**src/rtl/wr_fifo_arbiter.sv**
```systemverilog
// Round-robin arbiter feeding two-beat write bursts from two requesters into the DDR af/wdf FIFOs.
// Optional burst/stall counters are enabled with `define WRARB_PERF_CNT_EN.
module wr_fifo_arbiter #(
  parameter int ADDR_W = 31,
  parameter int DATA_W = 128,
  parameter int MASK_W = 16
) (
  input  logic                clk,
  input  logic                rst,
  input  logic                r0_valid,
  input  logic [ADDR_W-1:0]   r0_addr,
  input  logic [2*DATA_W-1:0] r0_data,
  input  logic [2*MASK_W-1:0] r0_mask,
  output logic                r0_ack,
  input  logic                r1_valid,
  input  logic [ADDR_W-1:0]   r1_addr,
  input  logic [2*DATA_W-1:0] r1_data,
  input  logic [2*MASK_W-1:0] r1_mask,
  output logic                r1_ack,
  input  logic                af_full,
  input  logic                wdf_full,
  output logic [ADDR_W-1:0]   af_addr_din,
  output logic                af_wr_en,
  output logic [DATA_W-1:0]   wdf_din,
  output logic [MASK_W-1:0]   wdf_mask_din,
  output logic                wdf_wr_en,
`ifdef WRARB_PERF_CNT_EN
  output logic [31:0]         r0_burst_cnt,
  output logic [31:0]         r1_burst_cnt,
  output logic [31:0]         stall_cnt,
`endif
  output logic                busy,
  output logic                gnt_id
);

  typedef enum logic [1:0] {
    ST_IDLE  = 2'd0,
    ST_BEAT0 = 2'd1,
    ST_BEAT1 = 2'd2
  } state_t;

  state_t                r_state;
  state_t                w_state_nxt;
  logic                  r_last;
  logic                  r_gnt_id;
  logic [ADDR_W-1:0]     r_addr;
  logic [2*DATA_W-1:0]   r_data;
  logic [2*MASK_W-1:0]   r_mask;

  logic                  w_push0;
  logic                  w_push1;
  logic                  w_arb_en;
  logic                  w_grant;
  logic                  w_gnt_sel;

  // NOTE: every signal gets a default at the top of always_comb so no path leaves it unassigned (no latch).
  always_comb begin
    w_push0     = 1'b0;
    w_push1     = 1'b0;
    w_state_nxt = r_state;
    w_push0  = (r_state == ST_BEAT0) & ~af_full & ~wdf_full;
    w_push1  = (r_state == ST_BEAT1) & ~wdf_full;
    // Acks are combinational, so they must be held off while reset is asserted.
    w_arb_en  = ~rst & ((r_state == ST_IDLE) | w_push1);
    w_grant   = w_arb_en & (r0_valid | r1_valid);
    w_gnt_sel = (r0_valid & r1_valid) ? ~r_last : r1_valid;

    case (r_state)
      ST_IDLE:  if (w_grant) w_state_nxt = ST_BEAT0;
      ST_BEAT0: if (w_push0) w_state_nxt = ST_BEAT1;
      ST_BEAT1: if (w_push1) w_state_nxt = w_grant ? ST_BEAT0 : ST_IDLE;
      default:  w_state_nxt = ST_IDLE;
    endcase
  end

  always_comb begin
    af_addr_din  = r_addr;
    af_wr_en     = w_push0;
    wdf_wr_en    = w_push0 | w_push1;
    wdf_din      = r_data[2*DATA_W-1:DATA_W];
    wdf_mask_din = '1;
    case (r_state)
      ST_BEAT0: wdf_mask_din = r_mask[2*MASK_W-1:MASK_W];
      ST_BEAT1: begin
        wdf_din      = r_data[DATA_W-1:0];
        wdf_mask_din = r_mask[MASK_W-1:0];
      end
      default: ;
    endcase
    r0_ack = w_grant & ~w_gnt_sel;
    r1_ack = w_grant &  w_gnt_sel;
    busy   = (r_state != ST_IDLE);
    gnt_id = r_gnt_id;
  end

  // NOTE: state uses non-blocking assignments so every register samples pre-edge values.
  always_ff @(posedge clk or posedge rst) begin
    if (rst) begin
      r_state  <= ST_IDLE;
      r_last   <= 1'b1;
      r_gnt_id <= 1'b0;
      // NOTE: payload registers are reset because they drive af_addr_din/wdf_din directly.
      r_addr   <= '0;
      r_data   <= '0;
      r_mask   <= '1;
    end else begin
      r_state <= w_state_nxt;
      if (w_grant) begin
        r_last   <= w_gnt_sel;
        r_gnt_id <= w_gnt_sel;
        r_addr   <= w_gnt_sel ? r1_addr : r0_addr;
        r_data   <= w_gnt_sel ? r1_data : r0_data;
        r_mask   <= w_gnt_sel ? r1_mask : r0_mask;
      end
    end
  end

`ifdef WRARB_PERF_CNT_EN
  logic w_stall;
  assign w_stall = ((r_state == ST_BEAT0) & (af_full | wdf_full)) |
                   ((r_state == ST_BEAT1) & wdf_full);

  always_ff @(posedge clk or posedge rst) begin
    if (rst) begin
      r0_burst_cnt <= '0;
      r1_burst_cnt <= '0;
      stall_cnt    <= '0;
    end else begin
      if (w_push1 & ~r_gnt_id) r0_burst_cnt <= r0_burst_cnt + 32'd1;
      if (w_push1 &  r_gnt_id) r1_burst_cnt <= r1_burst_cnt + 32'd1;
      if (w_stall)             stall_cnt    <= stall_cnt + 32'd1;
    end
  end
`endif

endmodule

```
**config.mk**
```make
export PLATFORM = sky130hd
export DESIGN_NAME = wr_fifo_arbiter
export DESIGN_NICKNAME = d
export VERILOG_FILES = /design/src/rtl/wr_fifo_arbiter.sv
export SDC_FILE = /design/constraint.sdc
export NUM_CORES = 1
export LEC_CHECK = 0
export CORE_AREA = 8 8 311 313
export DETAILED_ROUTE_END_ITERATION = 8
export DIE_AREA = 0 0 319 321
export HOLD_SLACK_MARGIN = 0.06
export SKIP_CTS_REPAIR_TIMING = 1
export SYNTH_ARGS = -nofsm -noshare
export SYNTH_HDL_FRONTEND = slang
export SYNTH_SLANG_ARGS = --single-unit
```
**constraint.sdc**
```tcl
create_clock -name clk -period 11.2 [get_ports clk]
set_input_delay 2.8 -clock clk [delete_from_list [all_inputs] [get_ports clk]]
set_output_delay 2.8 -clock clk [all_outputs]
set_load 0.01 [all_outputs]
```
==> impl_summary.txt <==
----------------------------------------------------
[Yosys]
  Area leader, netlist ... sky130_fd_sc_hd__dfrtp_1
  Post-synth EDFFs ... 0
  Synthesized instance count ... between 1k and 1.5k
  Top cell type's share of synthesized area ... approximately two fifths
  Sequential area share after synthesis ... 45.2%
  Asr flop ratio synth ... 100%
  Most used flip-flop cell after synthesis ... sky130_fd_sc_hd__dfrtp_1
  Synth warn ... 0
  Mapped Nets ... about 1.9k
  Number of synthesized register bits ... between 300 and 400
  Post-synthesis area per instance ... roughly 15 um^2
  Netlist area before placement ... 18000 um^2
  Top cells by area, synth ... sky130_fd_sc_hd__dfrtp_1, sky130_fd_sc_hd__mux2_2, sky130_fd_sc_hd__mux2_1
  Distinct cells, synth ... 22

[Global route]
  Global-route usage over all layers ... around an eighth
  M3 GR Usage ... 4.38%
  Maximum number of pins on one net before global-route repair ... around 140
  Grt met2 use ... between 20 and 25%
  Global-route wire length before repair ... about 100 mm
  Via count of the first global-routing pass ... roughly 15k
  Global-route track usage on met1 ... about 15%
  Number of antenna violations at the first check in global routing ... 6
  GRT Max-Usage Layer ... met2
  Grt ovf ... 0

[Run]
  Max capacitance violation total ... 0

[Power and ir drop]
  Fraction of power spent switching nets ... between 30% and 40%
  Maximum resistive drop on vdd ... roughly 130 uV
  Switching component of the power ... roughly 0.0021 W
  Internal power ... ~0.0045 W
  Comb power frac ... a little under 50%
  Total power density per cell area ... about 230 nW/um^2
  Sequential group share of total power ... about a third
  Clock Power Share ... a little under a fifth
  Static Leakage ... around 11 nW

[Drt]
  Number of iterations in the first detailed-routing pass ... 4
  First-iteration detailed-routing DRC count ... around 410
  Mean number of vias per cell ... 4.06
  Wire length per cell after detailed routing ... 21.1 um
  DRC ... 0
  Number of nets with antenna violations after detailed routing ... 0
  Aggregate routed wire length ... between 60 and 70 mm
  Total via count after detailed routing ... 13.2k

[Critical path]
  R2r startpoint ... r_state[0]
  Number of cells traversed by the worst register-to-register path ... 8
  Minimum setup slack among reg-to-reg paths ... 6.20 ns
  CP max FO ... 26
  Worst Setup End Kind ... output pin
  Launch point of the critical path ... r0_valid
  Arrival time worst endpoint ... around 5.3 ns
  Data required time at the worst endpoint ... about 8.4 ns
  Category of the critical setup timing path ... in -> out
  FF-to-FF End ... r_data[178]
  Nature of the critical path startpoint ... primary input

[Timing]
  Number of slew-limit violations in the final report ... 0
  Post-route worst hold slack ... 0.493 ns
  Period utilisation layout ... about 73%
  Hold violation total from the final report ... 0
  Final period demand of the worst path ... between 8 and 9 ns
  Setup Viol. Count Final ... 0
  Fin worst setup slack ... just over 3 ns
  Setup TNS ... 0 ns
  Slew HR ... between 20% and 30%
  Highest clock rate ... ~120 MHz
  Least-Margin Pin Slew ... 1.13 ns
  RSZ-0062 raised after global routing ... no
  Clock skew ... approximately 0.014 ns

[Clock network]
  Skew-Pair Late Insertion Delay ... approximately 0.54 ns
  CTS tree ... yes
  Maximum level of the CTS H-tree ... 2
  Number of clock sinks ... 323
  Total CTS buffers ... 39
  Clock root cell ... sky130_fd_sc_hd__clkbuf_16
  Worst-case clock buffer depth ... 3
  Worst-path clk slew ... approximately 0.060 ns

[Placed design]
  Half-perimeter wire length of the detailed placement result ... 55.0 mm
  DP Cell Count ... around 3.2k
  Final weighted congestion in routability-driven placement ... about 0.86
  I/O Buffers ... 824
  Minimum setup slack after placement ... around 3 ns

[Cells and area]
  Area of the multi-input gates ... between 9000 and 10000 um^2
  Number of nets in the finished design ... approximately 2.7k
  Layout-stage area growth over the synthesis result ... 57.6%
  Register area ... 8120 um^2
  Layout Cells excl Fill ... approximately 3.3k
  Layout cell share with drive strength beyond 1 ... between 20% and 30%
  Final design utilization ... 30.7%
  Number of fill cells in the layout ... 9251

[Floorplan]
  Starting density of the core ... 19.5%
  Horizontal die dimension ... roughly 320 um
  Vertical die dimension ... between 300 and 400 um
  Floorplan row count ... 112
  Die Area ... approximately 100000 um^2
  Core outline area ... 92200 um^2
  Ports ... roughly 830

[Worst hold path]
  Startpoint of the most critical hold path ... r_data[40]
  Worst Hold Path EP ... r_data[40]
  Count of cells along the worst hold path ... 1
  Class of the tightest hold or removal check ... reg -> reg

[Status]
  Outcome ... completed

----------------------------------------------------
==> cell usage in the layout, fill, tap and decap left out, types with 2 or more instances in the layout <==
cell type	synthesis	layout
sky130_fd_sc_hd__buf_4	0	13
sky130_fd_sc_hd__nor2_1	3	3
sky130_fd_sc_hd__bufinv_16	0	3
sky130_fd_sc_hd__dfrtp_1	290	290
sky130_fd_sc_hd__dfstp_2	33	33
sky130_fd_sc_hd__mux2_1	267	267
sky130_fd_sc_hd__clkinv_2	0	5
sky130_fd_sc_hd__o21bai_1	2	2
sky130_fd_sc_hd__clkbuf_16	0	41
sky130_fd_sc_hd__buf_12	0	2
sky130_fd_sc_hd__inv_1	4	3
sky130_fd_sc_hd__clkbuf_1	4	16
sky130_fd_sc_hd__and2_1	2	2
sky130_fd_sc_hd__clkdlybuf4s50_1	0	824
sky130_fd_sc_hd__ha_1	5	4
sky130_fd_sc_hd__nand2_1	16	16
sky130_fd_sc_hd__a22oi_1	16	16
sky130_fd_sc_hd__mux2_2	502	502
sky130_fd_sc_hd__clkbuf_8	0	5
==> cell families (layout without fill, tap and decap cells) <==
kind of cell,after synthesis,in the layout,synth area share [%]
buf+inv,96,913,4.76
mux,769,769,48.2
fa+ha+maj,5,5,0.348
simple gates,23,23,0.536
flops,323,323,45.2
other cells,0,1,0
compound gates,23,23,0.975
==> metal layers <==
layer | share of wire, % | wire length (um)
met1 | 40 | 27500
met2 | 49 | 33800
met3 | 7.7 | 5250
met4 | 2.8 | 1930
met5 | 0.019 | 13
==> flip-flops by register name, summed over array words and instances (netlist names) <==
signal / cells
r_data: 256
gnt_id: 1
r_mask: 32
r_last: 1
r_state: 2
af_addr_din: 31
==> worst max-delay path by stage <==
stage                           to  slack (ns)  cells after the start
floorplan           af_addr_din[0]        4.12                      1
global placement            r1_ack        2.99                      5
detailed placement          r1_ack        3.02                      5
CTS                         r1_ack        3.00                      5
global route                r1_ack        2.91                      5
finish                      r0_ack        3.08                      5
==> critical path, cell delays in order <==
cell and delay [ns]:
sky130_fd_sc_hd__clkdlybuf4s50_1 0.49, sky130_fd_sc_hd__a21boi_4 0.74, sky130_fd_sc_hd__buf_4 0.46, sky130_fd_sc_hd__nor2_1 0.12
sky130_fd_sc_hd__clkdlybuf4s50_1 0.69
==> cells in the mapped netlist, types with 2 or more instances <==
master / number
sky130_fd_sc_hd__ha_1: 5
sky130_fd_sc_hd__buf_2: 24
sky130_fd_sc_hd__mux2_2: 502
sky130_fd_sc_hd__mux2_1: 267
sky130_fd_sc_hd__dfrtp_1: 290
sky130_fd_sc_hd__and2_1: 2
sky130_fd_sc_hd__o21bai_1: 2
sky130_fd_sc_hd__a22oi_1: 16
sky130_fd_sc_hd__inv_1: 4
sky130_fd_sc_hd__clkbuf_1: 4
sky130_fd_sc_hd__buf_6: 62
sky130_fd_sc_hd__dfstp_2: 33
sky130_fd_sc_hd__nand2_1: 16
sky130_fd_sc_hd__buf_1: 2
sky130_fd_sc_hd__nor2_1: 3
==> power by group through the flow <==
stage	Clock, W	Combinational (W)	Sequential (W)
after detailed placement	0	0.00328	0.00217
after CTS	0.00134	0.00331	0.00215
after floorplan	0	0.00177	0.00206
final	0.00127	0.00322	0.00215
after global routing	0.00138	0.00344	0.00223
after global placement	0	0.00324	0.00213
==> area by class of cell <==
class	count	share of cell area, %
Multi-Input combinational cell	820	31.9
Inverter	4	0.0663
Timing Repair Buffer	839	29.6
Tap cell	1197	5.29
Clock buffer	62	4.08
Clock inverter	8	0.406
Sequential cell	323	28.7
Antenna cell	1	0.00884
==> through the flow <==
stage	power (W)	cell area (um^2)
final	0.00664	28300
after global routing	0.00705	28300
after CTS	0.00680	28300
after detailed placement	0.00545	27000
after global placement	0.00537	27000
after floorplan	0.00383	18000
(Power assumes the default switching activity.)
